===== src/rtl/mem_stage_bus_unit.sv =====
// mem_stage_bus_unit
//   Memory-stage access unit. It sits directly behind the EX/MEM register and
//   runs one req/ack transaction per load or store on the data-memory bus. It
//   lane-aligns store data, extracts and extends load data, and freezes the
//   pipeline while a transaction is in flight.
//
// Ports
//   clk, rst_n       rising-edge clock, synchronous active-low reset
//   MemWrite_M       store in M stage
//   MemtoReg_M       load in M stage (a store wins if both are set)
//   ByteControl_M    [1:0] size (00 word, 01 half, 10 byte, 11 word),
//                    [2] 1 = zero-extend load, [3] unused
//   ALU_result_M     byte address
//   WriteData_M      right-justified store data
//   dmem_*           data-memory bus (req/we/addr/be/wdata registered)
//   stall_M          combinational pipeline freeze
//   ReadData_M       extended load result, held until the next capture
//   addr_err_M       combinational misalignment flag
//   bus_err_M        one-cycle pulse when a transaction times out
module mem_stage_bus_unit #(
  parameter int TIMEOUT = 255,
  parameter int CNT_W   = 8
) (
  input  logic        clk,
  input  logic        rst_n,
  input  logic        MemWrite_M,
  input  logic        MemtoReg_M,
  input  logic [3:0]  ByteControl_M,
  input  logic [31:0] ALU_result_M,
  input  logic [31:0] WriteData_M,
  output logic        dmem_req,
  output logic        dmem_we,
  output logic [31:0] dmem_addr,
  output logic [3:0]  dmem_be,
  output logic [31:0] dmem_wdata,
  input  logic [31:0] dmem_rdata,
  input  logic        dmem_ack,
  output logic        stall_M,
  output logic [31:0] ReadData_M,
  output logic        addr_err_M,
  output logic        bus_err_M
);

  typedef enum logic [1:0] {
    S_IDLE = 2'd0,
    S_BUSY = 2'd1,
    S_DONE = 2'd2
  } state_t;

  localparam logic [CNT_W-1:0] TMO = CNT_W'(TIMEOUT);

  state_t           state_q;
  logic [CNT_W-1:0] cnt_q;
  logic [1:0]       off_q;
  logic             is_byte_q;
  logic             is_half_q;
  logic             zext_q;
  logic             is_load_q;

  logic        access;
  logic        is_byte;
  logic        is_half;
  logic        misalign;
  logic        start;
  logic [1:0]  off;
  logic [3:0]  be_d;
  logic [31:0] wdata_d;
  logic        unused_bc3;

  assign unused_bc3 = ByteControl_M[3];

  assign access  = MemWrite_M | MemtoReg_M;
  assign off     = ALU_result_M[1:0];
  assign is_byte = (ByteControl_M[1:0] == 2'b10);
  assign is_half = (ByteControl_M[1:0] == 2'b01);

  // Size 11 falls through to the word rule.
  always_comb begin
    misalign = 1'b0;
    if (is_byte)      misalign = 1'b0;
    else if (is_half) misalign = off[0];
    else              misalign = |off;
  end

  assign addr_err_M = access & misalign;
  assign start      = (state_q == S_IDLE) & access & ~misalign;
  // DONE deliberately drops the stall so the pipeline advances on that edge.
  assign stall_M    = start | (state_q == S_BUSY);

  // Store lane alignment; the same byte enables are used for loads.
  always_comb begin
    be_d    = 4'b1111;
    wdata_d = WriteData_M;
    if (is_byte) begin
      be_d    = 4'b0001 << off;
      wdata_d = {4{WriteData_M[7:0]}};
    end else if (is_half) begin
      be_d    = off[1] ? 4'b1100 : 4'b0011;
      wdata_d = {2{WriteData_M[15:0]}};
    end
  end

  // Shift the addressed lane down, then extend according to the latched size.
  function automatic logic [31:0] extract(input logic [31:0] rdata,
                                          input logic [1:0]  lane_off,
                                          input logic        b,
                                          input logic        h,
                                          input logic        z);
    logic [31:0] lane;
    lane = rdata >> {lane_off, 3'b000};
    if (b)      return z ? {24'b0, lane[7:0]}  : {{24{lane[7]}}, lane[7:0]};
    else if (h) return z ? {16'b0, lane[15:0]} : {{16{lane[15]}}, lane[15:0]};
    else        return lane;
  endfunction

  always_ff @(posedge clk) begin
    if (!rst_n) begin
      state_q    <= S_IDLE;
      cnt_q      <= '0;
      off_q      <= 2'b00;
      is_byte_q  <= 1'b0;
      is_half_q  <= 1'b0;
      zext_q     <= 1'b0;
      is_load_q  <= 1'b0;
      dmem_req   <= 1'b0;
      dmem_we    <= 1'b0;
      dmem_addr  <= 32'h0;
      dmem_be    <= 4'h0;
      dmem_wdata <= 32'h0;
      ReadData_M <= 32'h0;
      bus_err_M  <= 1'b0;
    end else begin
      bus_err_M <= 1'b0;
      case (state_q)
        S_IDLE: begin
          if (start) begin
            state_q    <= S_BUSY;
            dmem_req   <= 1'b1;
            dmem_we    <= MemWrite_M;
            dmem_addr  <= {ALU_result_M[31:2], 2'b00};
            dmem_be    <= be_d;
            dmem_wdata <= wdata_d;
            off_q      <= off;
            is_byte_q  <= is_byte;
            is_half_q  <= is_half;
            zext_q     <= ByteControl_M[2];
            // A store takes precedence; no read data is captured for it.
            is_load_q  <= MemtoReg_M & ~MemWrite_M;
            cnt_q      <= '0;
          end
        end
        S_BUSY: begin
          if (dmem_ack) begin
            dmem_req <= 1'b0;
            state_q  <= S_DONE;
            if (is_load_q) begin
              ReadData_M <= extract(dmem_rdata, off_q, is_byte_q, is_half_q, zext_q);
            end
          end else if (cnt_q == TMO) begin
            dmem_req   <= 1'b0;
            bus_err_M  <= 1'b1;
            ReadData_M <= 32'h0;
            state_q    <= S_DONE;
          end else begin
            cnt_q <= cnt_q + 1'b1;
          end
        end
        S_DONE: begin
          state_q <= S_IDLE;
        end
        default: begin
          state_q <= S_IDLE;
        end
      endcase
    end
  end

endmodule


===== config.mk =====
export PLATFORM = sky130hd
export DESIGN_NAME = mem_stage_bus_unit
export DESIGN_NICKNAME = d
export VERILOG_FILES = /design/src/rtl/mem_stage_bus_unit.sv
export SDC_FILE = /design/constraint.sdc
export NUM_CORES = 1
export LEC_CHECK = 0
export CAP_MARGIN = 20
export CORE_MARGIN = 3
export CORE_UTILIZATION = 44
export CTS_CLUSTER_DIAMETER = 80
export DETAILED_ROUTE_END_ITERATION = 16
export PLACE_DENSITY = 0.78
export SLEW_MARGIN = 0
export SYNTH_ARGS = -nofsm -noshare
export SYNTH_HDL_FRONTEND = slang
export SYNTH_SLANG_ARGS = --single-unit

===== constraint.sdc =====
create_clock -name clk -period 2.5 [get_ports clk]
set_input_delay 0.375 -clock clk [delete_from_list [all_inputs] [get_ports clk]]
set_output_delay 0.375 -clock clk [all_outputs]
set_load 0.01 [all_outputs]

Word level (Yosys, flattened, before mapping)
Cells that the tools add are included. Widths: inputs -> output; s select.

Bitwise gates (word level): 10. Reductions and logical operators: 10. Equal/unequal tests: 9. Multiplexer cells: 27. Add/subtract/negate cells: 1. Shift operators: 2.

Operators by type and width (count): $mux 32 (9); $shr 32x5->32 (1); $mux 8 (3); $pmux 8 s2 (1); $mux 4 (3); $add 8x1->8 const B (1); $eq 8x8->1 const B (1); $mux 1 (6); $mux 2 (3); $ne 2x2->1 const B (3); $reduce_and 3->1 (2); $and 1x1->1 (4); $eq 2x1->1 const B (2); $not 1->1 (4); $pmux 2 s2 (1); $reduce_and 2->1 (2); $reduce_and 4->1 (1); $reduce_bool 2->1 (2); $shl 1x2->4 const A (1); $ne 3x2->1 const B (1); $reduce_or 3->1 (1); $eq 2x2->1 const B (1); $logic_not 2->1 (1); $ne 2x1->1 const B (1); other kinds (3) (4).

Output and inout bits: 105. Register bits after elaboration: 117. Logic and storage cells: 73. Bits of input ports: 105.

Longest topological paths before layout
Depth after elaboration: 7. Gate-level depth with buffers: 8. Gate-level depth less buffers: 5.

Worst setup path before layout
No wires, ideal clock.

Kind: register -> register. Start: register cnt_q[0]. End: register ReadData_M[22]. Period minus slack after synthesis: 1.957 ns. Required time: 2.383 ns. Library setup time: 0.117 ns. Setup slack: 0.543 ns. Data arrival time: 1.840 ns. Path buffers: 3. Stages on the path, launching flop included: 9. Cells stage by stage: dfxtp_1 -> ha_1 -> nand4_1 -> or3_1 -> buf_2 -> and2_4 -> buf_6 -> buf_6 -> a22o_1.

Longest elaborated chain between the ends: 3.

Ends and longest elaborated chain: start, declared (line 53) `logic [CNT_W-1:0] cnt_q;`; start signal, assigned (line 165) `cnt_q <= cnt_q + 1'b1;`; $eq 8x8->1 (line 159) `end else if (cnt_q == TMO) begin`; $reduce_bool 2->1 (no source line); $reduce_and 3->1 (no source line); end signal, assigned (line 157) `ReadData_M <= extract(dmem_rdata, off_q, is_byte_q, is_half_q, zext_q);`; end, declared (line 39) `output logic [31:0] ReadData_M,`.

No other way between the ends. A chain may end at the register's enable or synchronous reset.

Worst setup path in the final report
Start: input ALU_result_M[0]. End: output stall_M.

Longest elaborated chain between the ends: 6.

Ends and longest elaborated chain: start, declared (line 29) `input logic [31:0] ALU_result_M,`; $reduce_or 2->1 (line 82) `else misalign = |off;`; $mux 1 (*) (line 81) `else if (is_half) misalign = off[0];`; $mux 1 (*) (line 80) `if (is_byte) misalign = 1'b0;`; $not 1->1 (*) (line 86) `assign start = (state_q == S_IDLE) & access & ~misalign;`; $and 1x1->1 (*) (line 86); $or 1x1->1 (*) (line 88) `assign stall_M = start | (state_q == S_BUSY);`; end, declared (line 38) `output logic stall_M,`.

Every way passes the cells marked *; elsewhere a longest branch is shown, timed or not.

==> results.ini <==
[run_status]
status = complete, no violations

[yosys]
async_flop_share = 0
seq_area_frac_synth = 0.443
synth.distinct_cells = 58
yosysMostFrequentCell = nand2_1
synth_top_cell_area_share = 0.443
synthesis.area_um2 = 5290
synth_common_cells = nand2_1, dfxtp_1, a21oi_1
synth_cells = 623
ys_top_cells_by_area = dfxtp_1, nand2_1, a21oi_1
synth_ff_type = dfxtp_1
ys_warn_count = 0
yosys.area.top_type = dfxtp_1
synth_edf_count = 0
synth-seq-cells = 117
avgSynthCellArea_um2 = 8.49

[drt]
drt_wl_total_mm = 16.9
postRouteAntennaNets = 0
drt-initial-drc-count = 439
viasPerCell = 5.58
drc = 0
vias = 5445
wl_per_cell_um = 17.4
first_pass_iters = 5

[power_and_ir_drop]
seqPwrFrac = 0.370
switching_share = 0.253
power.internal_mw = 4.12
vdd_drop_max_v = 0.000464
p_leak_nw = 2.99
p_clk_frac = 0.447
switchingPower_mw = 1.40
pwr_density_cell_nw_per_um2 = 682
combPwrFrac = 0.183

[sta]
tightest_slew_ns = 0.778
post-route-min-period_ns = 2.30
post-route-period-util = 0.920
setup_viol = 0
hold_viol_final = 0
max_freq_ghz = 0.435
slew_headroom = 0.481
maxSlewViolCount = 0
clock_skew_ns = 0.0110
setup_ws_ns = 0.201
rsz0062_at_grt = no

[grt]
use_met2 = 0.415
antenna_found_initial = 0
grt_max_degree = 83
grt_busiest_layer = met2
use_met1 = 0.293
grt-ovfl-total = 0
met3_usage = 0.107
grt_pass1_vias = 5267
track_usage = 0.251
grt_pass1_wl_mm = 26.4

[clock_network]
cts.clk_slew.worst_paths_ns = 0.05
htree_levels = 4
hold_buffers = 0
insertion_delay_ns = 0.41
clockBufferDepth = 2
clkSinkCount = 117
cts_root_buf = clkbuf_16
postCtsSetupBuffers = 0
cts_buffers = 17
cts_tree = built

[place]
dp_hpwl_mm = 12.0
gp_congestion = 0.883
pre_cts_slack_ns = -0.0557
dpl_cell_area_um2 = 7490
io_buffers = 206
placed_cells = 944

[layout]
nets = 926
fill_cells = 899
syn_to_final_growth_pct = 53.0
final_core_util = 0.699
ff_latch_area_um2 = 2340
n_antenna_cell = 0
final_cell_count_no_fill = 976
multi_input_area_um2 = 2700
final_cell_area_um2 = 8090
drive_gt1_frac = 0.102

[worst_setup_path]
worstPathMaxFanout = 3
max_stage_delay_ns = 0.45
critPathCaptureType = output pin
crit_chain = clkdlybuf4s50_1, or3b_1, a311o_2, nand2_1, dlygate4sd2_1
cp.arrival_ns = 1.92
required_ns = 2.12
crit_path_start_kind = primary input
critical_path_class = primary input to output pin
reg2reg_depth = 5
cpMaxStageDelayCell = clkdlybuf4s50_1

[floorplanning]
die_w_um = 116
core-area_um2 = 11600
rows = 39
die_h_um = 116
initial_core_util = 0.457
die-area_um2 = 13400
io_pins = 210

[run]
maxCapViolCount = 0

[hold_path]
hold_depth = 2
hold_path_class = flip-flop to flip-flop

[critical path, delay by kind of cell]
| family | cells | cell delay, ns |
|---|---|---|
| AND/OR/NAND/NOR | 2 | 0.49 |
| buffers and inverters | 2 | 0.72 |
| AO/OA/AOI/OAI | 1 | 0.34 |
[repair_timing]
item                                    in CTS  in global routing
endpoints found under the hold margin        0                  0
resized for setup                            1                  1
cloned                                       0                  0
pin swaps                                    0                  0
endpoints found under the setup margin       1                  1
[layer usage]
layer  wire, um  part of all wire
met2       8200              0.48
met3       1650             0.097
met5          0                 0
met4        255             0.015
met1       6840              0.40
[layout make-up]
| class | instances | share of cell area |
|---|---|---|
| clock buffers | 21 | 0.0582 |
| clock inverters | 11 | 0.0161 |
| inverters | 4 | 0.00186 |
| multi-input cells | 450 | 0.333 |
| flip-flops and latches | 117 | 0.290 |
| well taps | 143 | 0.0221 |
| repair buffers | 230 | 0.279 |
[power by group through the flow]
stage	clock network, mW	logic, mW	registers, mW
after detailed placement	0	1.01	2.08
after floorplan	0	0.458	2.11
final	2.47	1.01	2.04
after global placement	0	0.983	2.07
after global routing	2.61	1.09	2.05
after CTS	2.50	1.01	2.04
[logic make-up (layout without fill, tap and decap cells)]
logic type / Yosys count / after routing / share of synthesized area
and+or+nand+nor: 220 / 220 / 0.179
AOI/OAI and AO/OA: 173 / 173 / 0.216
xor gates and xnor gates: 2 / 2 / 0.00473
DFF: 117 / 117 / 0.443
muxes: 52 / 52 / 0.105
other: 1 / 2 / 0.000709
buffers and inverters: 57 / 266 / 0.0499
adders and majority gates: 1 / 1 / 0.00237
[registers in the layout (all words and copies together), names as in the netlist]
signal,cells
is_load_q,1
off_q,2
is_byte_q,1
is_half_q,1
dmem_addr,30
state_q,2
dmem_be,4
dmem_wdata,32
dmem_req,1
dmem_we,1
ReadData_M,32
cnt_q,8
bus_err_M,1
zext_q,1
[layout by cell type, fill, tap and decap left out, types with 2 or more instances in the layout]
| cell type | Yosys | layout |
|---|---|---|
| nand2_1 | 137 | 137 |
| or3b_1 | 2 | 2 |
| bufinv_16 | 0 | 3 |
| or3_1 | 5 | 5 |
| inv_1 | 2 | 2 |
| clkbuf_16 | 0 | 17 |
| nand3b_1 | 2 | 2 |
| clkdlybuf4s50_1 | 0 | 204 |
| o31ai_1 | 8 | 8 |
| clkinv_2 | 0 | 8 |
| nor2_1 | 31 | 31 |
| or2_2 | 3 | 3 |
| a22o_1 | 17 | 17 |
| nand2b_1 | 4 | 4 |
| mux2i_1 | 35 | 35 |
| dfxtp_1 | 117 | 117 |
| a311oi_1 | 8 | 8 |
| nand3_1 | 21 | 21 |
| o211ai_1 | 18 | 18 |
| a211oi_1 | 8 | 8 |
| buf_4 | 2 | 23 |
| mux2_2 | 16 | 16 |
| a21oi_1 | 83 | 83 |
| and3_1 | 2 | 2 |
| conb_1 | 1 | 2 |
| o2bb2ai_1 | 7 | 7 |
| nor2b_1 | 3 | 3 |
| clkbuf_8 | 0 | 3 |
| nor3_1 | 2 | 2 |
| o21ai_0 | 9 | 9 |
[worst paths after layout]
check                             start                    endpoint  slack (ns)
max reg2reg       cnt_q[0]$_SDFFE_PN0P_       cnt_q[2]$_SDFFE_PN0P_        0.46
max                     ALU_result_M[0]                     stall_M        0.20
min reg2reg  dmem_wdata[0]$_SDFFE_PN0P_  dmem_wdata[0]$_SDFFE_PN0P_        0.45
min          dmem_wdata[0]$_SDFFE_PN0P_  dmem_wdata[0]$_SDFFE_PN0P_        0.45
[per-stage QoR]
stage / TNS (ns) / hold slack, ns / power (mW)
floorplan: 0 / 0.432 / 2.57
global placement: -0.0554 / 0.441 / 3.06
detailed placement: -0.0705 / 0.447 / 3.08
CTS: 0 / 0.454 / 5.55
global route: 0 / 0.473 / 5.75
finish: 0 / 0.453 / 5.52
Power figures use the tool's default switching activity.
